File: config.mk
export PLATFORM = sky130hd
export DESIGN_NAME = aes_key_sched_ctrl
export DESIGN_NICKNAME = d
export VERILOG_FILES = /design/src/rtl/aes_key_sched_ctrl.sv
export SDC_FILE = /design/constraint.sdc
export NUM_CORES = 2
export LEC_CHECK = 0
export BUFFER_PORTS_ARGS = -buffer_cell sky130_fd_sc_hd__clkbuf_2
export CAP_MARGIN = 20
export CORE_MARGIN = 2
export CORE_UTILIZATION = 35
export DETAILED_ROUTE_END_ITERATION = 10
export RECOVER_POWER = 100
export SETUP_SLACK_MARGIN = 0.15
export SYNTH_ARGS = -nofsm -noshare
export SYNTH_HDL_FRONTEND = slang
export SYNTH_SLANG_ARGS = --single-unit
File: constraint.sdc
create_clock -name clk -period 19.4 [get_ports clk]
set_clock_uncertainty 0.05 [all_clocks]
set_input_delay 1.94 -clock clk [delete_from_list [all_inputs] [get_ports clk]]
set_output_delay 1.94 -clock clk [all_outputs]
set_load 0.02 [all_outputs]
File: src/rtl/aes_key_sched_ctrl.sv
// aes_key_sched_ctrl
//   Iterative AES-128 key-schedule controller. A cipher key accepted via
//   start/start_ready is expanded one round key per clock into an 11-entry
//   round-key store. Once complete, any round key can be read through a
//   registered random-access port (1-cycle latency).
//
// Ports
//   clk          clock, all state updates on rising edge
//   rst          synchronous active-high reset
//   start        load request, accepted when start && start_ready
//   key[127:0]   cipher key, byte 0 = key[127:120]
//   start_ready  high in IDLE and READY
//   busy         high while expanding
//   done         one-cycle pulse on entry to READY
//   key_valid    store holds a complete schedule
//   rd_en        read request
//   rd_idx[3:0]  round index 0..10
//   rd_data      registered round key
//   rd_valid     rd_data valid this cycle
//
// aes_sbox is the shared combinational byte S-box; four copies form SubWord.

module aes_sbox (
  input  logic [7:0] a,
  output logic [7:0] y
);
  localparam logic [2047:0] SBOX_TABLE = {
    128'h637c777bf26b6fc53001672bfed7ab76,
    128'hca82c97dfa5947f0add4a2af9ca472c0,
    128'hb7fd9326363ff7cc34a5e5f171d83115,
    128'h04c723c31896059a071280e2eb27b275,
    128'h09832c1a1b6e5aa0523bd6b329e32f84,
    128'h53d100ed20fcb15b6acbbe394a4c58cf,
    128'hd0efaafb434d338545f9027f503c9fa8,
    128'h51a3408f929d38f5bcb6da2110fff3d2,
    128'hcd0c13ec5f974417c4a77e3d645d1973,
    128'h60814fdc222a908846eeb814de5e0bdb,
    128'he0323a0a4906245cc2d3ac629195e479,
    128'he7c8376d8dd54ea96c56f4ea657aae08,
    128'hba78252e1ca6b4c6e8dd741f4bbd8b8a,
    128'h703eb5664803f60e613557b986c11d9e,
    128'he1f8981169d98e949b1e87e9ce5528df,
    128'h8ca1890dbfe6426841992d0fb054bb16
  };

  // Entry 0 sits in the most significant byte of the table.
  logic [10:0] msb;
  assign msb = 11'd2047 - {a, 3'b000};
  assign y   = SBOX_TABLE[msb -: 8];
endmodule

// state  | meaning
// IDLE   | no schedule loaded, waiting for start
// EXPAND | computing rk[rc] from the previous-key register, one per cycle
// READY  | schedule complete and readable; start restarts expansion
module aes_key_sched_ctrl #(
  parameter int NR = 10
) (
  input  logic         clk,
  input  logic         rst,
  input  logic         start,
  input  logic [127:0] key,
  output logic         start_ready,
  output logic         busy,
  output logic         done,
  output logic         key_valid,
  input  logic         rd_en,
  input  logic [3:0]   rd_idx,
  output logic [127:0] rd_data,
  output logic         rd_valid
);
  typedef enum logic [1:0] {IDLE, EXPAND, READY} state_t;

  localparam logic [3:0] LAST = 4'(NR);

  state_t       state_q, state_d;
  logic [3:0]   rc_q;
  logic [7:0]   rcon_q;
  logic [127:0] prev_q;
  logic [127:0] rk_mem [NR+1];
  logic         accept;

  logic [31:0]  w0, w1, w2, w3, rot, sub, t;
  logic [31:0]  n0, n1, n2, n3;
  logic [127:0] next_rk;

  assign accept = start && start_ready;

  // state register
  always_ff @(posedge clk) begin
    if (rst) state_q <= IDLE;
    else     state_q <= state_d;
  end

  // next-state logic
  always_comb begin
    state_d = state_q;
    case (state_q)
      IDLE:    if (accept) state_d = EXPAND;
      EXPAND:  if (rc_q == LAST) state_d = READY;
      READY:   if (accept) state_d = EXPAND;
      default: state_d = IDLE;
    endcase
  end

  // output logic
  always_comb begin
    start_ready = (state_q != EXPAND);
    busy        = (state_q == EXPAND);
  end

  // round function on the previous round key
  assign {w0, w1, w2, w3} = prev_q;
  assign rot = {w3[23:0], w3[31:24]};

  aes_sbox u_sbox0 (.a(rot[31:24]), .y(sub[31:24]));
  aes_sbox u_sbox1 (.a(rot[23:16]), .y(sub[23:16]));
  aes_sbox u_sbox2 (.a(rot[15:8]),  .y(sub[15:8]));
  aes_sbox u_sbox3 (.a(rot[7:0]),   .y(sub[7:0]));

  assign t       = sub ^ {rcon_q, 24'h0};
  assign n0      = w0 ^ t;
  assign n1      = w1 ^ n0;
  assign n2      = w2 ^ n1;
  assign n3      = w3 ^ n2;
  assign next_rk = {n0, n1, n2, n3};

  // counters, previous key, status flags
  always_ff @(posedge clk) begin
    if (rst) begin
      rc_q      <= 4'd0;
      rcon_q    <= 8'h01;
      key_valid <= 1'b0;
      done      <= 1'b0;
    end else begin
      done <= 1'b0;
      if (accept) begin
        prev_q    <= key;
        rc_q      <= 4'd1;
        rcon_q    <= 8'h01;
        key_valid <= 1'b0;
      end else if (state_q == EXPAND) begin
        prev_q <= next_rk;
        rc_q   <= rc_q + 4'd1;
        rcon_q <= {rcon_q[6:0], 1'b0} ^ (rcon_q[7] ? 8'h1b : 8'h00);
        if (rc_q == LAST) begin
          key_valid <= 1'b1;
          done      <= 1'b1;
        end
      end
    end
  end

  // single write port: rk[0] on accept, rk[rc] while expanding
  always_ff @(posedge clk) begin
    if (!rst) begin
      if (accept)                 rk_mem[0]    <= key;
      else if (state_q == EXPAND) rk_mem[rc_q] <= next_rk;
    end
  end

  // registered read port; a read in the restart cycle still sees the old entry
  always_ff @(posedge clk) begin
    if (rst) begin
      rd_valid <= 1'b0;
      rd_data  <= '0;
    end else if (rd_en && key_valid && rd_idx <= LAST) begin
      rd_valid <= 1'b1;
      rd_data  <= rk_mem[rd_idx];
    end else begin
      rd_valid <= 1'b0;
      rd_data  <= '0;
    end
  end
endmodule

# ---- Word level (Yosys, flattened, before mapping)
# Memory sizes are Yosys's and may differ from the RTL's. A register that Yosys moved wholly into a read port is not among the register bits.
# Cells that the tools add are included.
dict set report totals {
  ram_bits 1408
  in_bits 136
  mem_count 1
  ff_bits 145
}
# memory depth word_bits read_ports rd_clocked_by_memory_dff wr line_no
set mem_list {}
lappend mem_list {rk_mem 11 128 1 1 1 80} ;# logic [127:0] rk_mem [NR+1];
dict set report classes {
  n_addsub 5
  shift 4
  muxes 20
  bitwise_logic 9
  reduce_logical 13
  n_lt_le_gt_ge 1
  eq_ne 6
}
# cell count
set ops {}
lappend ops {{$shiftx 2055x12->8 const A} 4}
lappend ops {{$mux 128} 3}
lappend ops {{$xor 32x32->32} 5}
lappend ops {{$reduce_or 128->1} 1}
lappend ops {{$sub 11x11->11 const A} 4}
lappend ops {{$mux 1} 12}
lappend ops {{$xor 8x5->8} 1}
lappend ops {{$ne 2x1->1 const B} 3}
lappend ops {{$reduce_and 2->1} 3}
lappend ops {{$reduce_or 2->1} 3}
lappend ops {{$mux 5} 1}
lappend ops {{$add 4x1->4 const B} 1}
lappend ops {{$eq 4x4->1 const B} 1}
lappend ops {{$le 4x4->1 const B} 1}
lappend ops {{$mux 2} 2}
lappend ops {{$mux 4} 1}
lappend ops {{$pmux 2 s2} 1}
lappend ops {{$logic_and 1x1->1} 3}
lappend ops {{$not 1->1} 3}
lappend ops {{$reduce_or 3->1} 1}
lappend ops {{$eq 2x1->1 const B} 1}
lappend ops {{$eq 2x2->1 const B} 1}
lappend ops {{$logic_not 2->1} 1}
lappend ops {{$reduce_bool 2->1} 1}

# ---- Longest topological paths before layout
dict set report logic_depth {
  ltp_word 9
  depth_mapped 15
}

# ---- Modules after synthesis
# Synthesis repeated with hierarchy kept, for this count alone.
dict set report hier_totals {
  hier_cells 5621
  area_unflattened_um2 78502.8
}
# module seq_area_each_um2 cells_per_inst instances area_per_inst_um2
set modules_own_cells {}
lappend modules_own_cells {aes_key_sched_ctrl 49027.0 3417 1 64759.6}
lappend modules_own_cells {aes_sbox 0.0 551 4 3435.8}

# ---- Worst setup path after synthesis
# Ideal clock, no wire load.
dict set report synth_timing {
  kind {input to register}
  start {input rst}
  end {memory rk_mem[3][0] (enable)}
  stages 4
  setup_slack_ns 1.548
  required_ns 18.578
  arrival_ns 17.030
  cell_sequence {clkbuf_1 > nor2_1 > nand2_1 > nor3_1}
}
dict set report synth_via {
  elab_chain_len 4
  word_cells_on_any_way 7
  cone_classes {6 x mux; 1 x reduce/logical}
}
# element line_no
set synth_lines {}
lappend synth_lines {{from (decl)} 60} ;# input logic rst,
lappend synth_lines {{$mux 1} 156} ;# if (!rst) begin
lappend synth_lines {{$mux 1 (not written as such)} 158} ;# else if (state_q == EXPAND) rk_mem[rc_q] <= next_rk;
lappend synth_lines {{$reduce_or 128->1 (no line)} -}
lappend synth_lines {{$mux 4 (no line) / $mux 1 (equally long branches)} -}
lappend synth_lines {{to (decl)} 80}
# Parallel ways exist; a longest one is shown, timed or not.

# ---- Final worst setup path
dict set report layout_timing {
  start {input rst}
  end {memory rk_mem[10][48] (enable)}
}
# The elaborated chain is that of the path after synthesis.

==> results.json <==
{
  "path_clk_slew_ns": 0.07,
  "synth_area_per_cell_um2": 13.6,
  "dieArea_um2": 232000,
  "drtAntennaViolNets": 0,
  "ys_warn_count": 0,
  "wl_per_cell_um": 28.9,
  "fmax_mhz": 85.8,
  "boundaryPins": 269,
  "cts_buffer_depth": 3,
  "violations": "capacitance limit, slew limit",
  "cp_max_fo": 53,
  "finalMaxSlewViolations": 2297,
  "worstMarginPinSlew_ns": 10.91,
  "status": "finished, violations left",
  "wl_mm": 264,
  "final_cell_area_um2": 88900,
  "clock-sinks": 1681,
  "die_w_um": 481,
  "critPathSlowestCell": "clkbuf_1",
  "crit_arrival_ns": 11.97,
  "layout_commonest_cell": "edfxtp_1",
  "maxCapViolCount": 56,
  "final_cell_mix": "edfxtp_1, nand2_1, nor2_1",
  "vdd_ir_drop_max_v": 0.0000823,
  "worst-setup-path-type": "in -> reg",
  "clk_latency_ns": 0.82,
  "placed_cell_area_um2": 84400,
  "dr.pass1.iters": 6,
  "r2r_cells": 7,
  "core_um2": 227000,
  "end_kind": "flip-flop",
  "holdPathEnd": "rcon_q[7]",
  "final-setup-viol-count": 0,
  "die_h_um": 481,
  "num_rows": 175,
  "report.final.hold_viol_count": 0,
  "max_stage_delay_ns": 3.28,
  "syn_to_final_growth_pct": 11.4,
  "hp-start": "rcon_q[6]",
  "synth-xor-area-share": 0.0240,
  "yosys.area_share.simple": 0.0856,
  "worstPathCellList": "clkbuf_1 -> nor2_1 -> nand3_1 -> nor3b_1 -> clkbuf_1 -> clkbuf_1 -> clkbuf_1",
  "vias_per_cell": 5.85,
  "grt_pass1_vias": 50800,
  "cts-root-buf": "clkbuf_16",
  "nets": 6193,
  "gr-total-overflow": 0,
  "hold_class": "reg -> reg",
  "p_per_area_nw_per_um2": 158,
  "numCtsBuffers": 161,
  "regToRegEndpoint": "rk_mem[3][80]",
  "synth_compound_gate_area_share": 0.118,
  "final.period_utilization": 0.601,
  "cts-hold-fix-buffers": 0,
  "min_path_cells": 2,
  "period_minus_slack_ns": 11.66,
  "syn-cell-area_um2": 79800,
  "start_kind": "primary input",
  "grt_antenna_before_repair": 38,
  "r2r_slack_ns": 8.19,
  "cp_common_cell": "clkbuf_1",
  "drc": 0,
  "layout-drive-gt1-share": 0.137,
  "ys.flop_type": "edfxtp_1",
  "vias": 53600,
  "grt_pass1_wl_mm": 374,
  "synth_edf_count": 1536,
  "syn-num-nets": 6067,
  "max_slew_margin": -6.28,
  "grt_setup_unrepaired": "false",
  "fin_tns_setup_ns": 0,
  "start_util": 0.351,
  "place_hpwl_mm": 168,
  "muxShareOfSynthArea": 0.117,
  "htreeDepth": 4,
  "async_reset_ff_frac": 0,
  "grt_use_total": 0.221,
  "cts_resized": 0,
  "required_ns": 19.71,
  "yosys.area_share.adder": 0.00973,
  "gp_congestion": 0.944,
  "cts_tree": "built",
  "syn_inst": 5869,
  "grt_max_degree": 141,
  "synth_top_family_by_area": "compound AO/OA/AOI/OAI gates",
  "post_cts_buffers": 0,
  "portBuffers": 268,
  "leakage_nw": 28.9,
  "synth_seq_cells": 1681,
  "seq_area_frac_synth": 0.615,
  "drt_iter0_drc": 6640,
  "r2r-start": "state_q[1]",
  "synth_cell_types": 100
}
worst max path at each step:
stage                     startpoint  cells after the start  slack, ns             end
after CTS                  prev_q[1]                     12      13.41  rk_mem[10][15]
final                            rst                      7       7.74  rk_mem[10][48]
after global placement           rst                      7      13.05  rk_mem[10][11]
after floorplan                  rst                      4       1.55    rk_mem[3][0]
after detailed placement         rst                      7      13.05   rk_mem[10][3]
after global routing             rst                      6       7.15  rk_mem[3][102]
logic make-up after synthesis:
group                    Yosys count
flip-flops                      1681
buffers and inverters            573
AND/OR/NAND/NOR                 1406
adder cells (fa/ha/maj)           62
XOR/XNOR                         187
AO/OA/AOI/OAI                   1435
multiplexers                     525
power breakdown:
part           leakage, nW  switching, mW  internal, mW  total [mW]
sequential            15.1          0.115          4.49        4.61
clock                 2.58           1.39          1.74        3.13
combinational         11.2           4.19          2.11        6.31
total                 28.9           5.70          8.34        14.0
state kept, by name (all words and copies together), names as in the netlist:
register	cells
done	1
key_valid	1
rk_mem	1408
state_q	2
rd_data	128
rcon_q	8
rc_q	4
prev_q	128
rd_valid	1
metrics by stage:
stage,power [mW],worst slack [ns],utilization,hold slack [ns],cells
3_3_place_gp,10.9,13.05,0.371,0.419,8814
2_1_floorplan,8.87,1.55,-,0.398,5869
3_5_place_dp,10.9,13.05,0.372,0.427,8823
6_report,14.0,7.74,0.391,0.438,9158
5_1_grt,14.6,7.15,0.391,0.467,9149
4_1_cts,14.0,13.41,0.395,0.438,9126
routing by layer:
metal  GRT usage  up-vias  part of all wire
met5           0        -           0.00052
met4      0.0844       22             0.045
met3      0.0383      462             0.076
met2       0.350     2348              0.47
met1       0.304    27600              0.41
li1            -    23100                 -
cell usage after synthesis (all sizes together), types with 15 or more instances:
master	count	share of area
xor2	71	0.0083
dfxtp	145	0.036
o311ai	49	0.0055
o31ai	23	0.0022
clkbuf	302	0.014
nor2	362	0.017
nand3b	15	0.0014
mux2i	180	0.023
a21oi	350	0.022
inv	49	0.0023
nor3	95	0.0061
nand2	388	0.018
a221oi	27	0.0030
nand2b	96	0.0075
and2	31	0.0024
o221ai	15	0.0016
nand3	88	0.0055
and3	18	0.0014
a311o	15	0.0019
nand4	18	0.0014
ha	62	0.0097
mux2	20	0.0028
a311oi	38	0.0043
nor2b	198	0.016
o311a	17	0.0021
nor3b	15	0.0015
or2	27	0.0021
a211oi	321	0.030
mux4	325	0.092
buf	219	0.014
or3	21	0.0016
o211ai	47	0.0044
xnor2	102	0.012
edfxtp	1536	0.58
a31oi	46	0.0036
o21ai	334	0.021
cell type report:
type | instances | area [um^2]
Multi-Input combinational cell | 3615 | 28200
Sequential cell | 1681 | 49000
Tap cell | 3009 | 3760
Clock inverter | 74 | 722
Antenna cell | 14 | 35.0
Fill cell | 21200 | 138000
Timing Repair Buffer | 484 | 2340
Inverter | 52 | 195
Clock buffer | 229 | 4570
worst max-delay path: cells and delay by family:
family	cells	cell delay, ns
and+or+nand+nor	3	1.76
buffers and inverters	4	8.08
No activity file was read; power rests on OpenSTA's default activity.
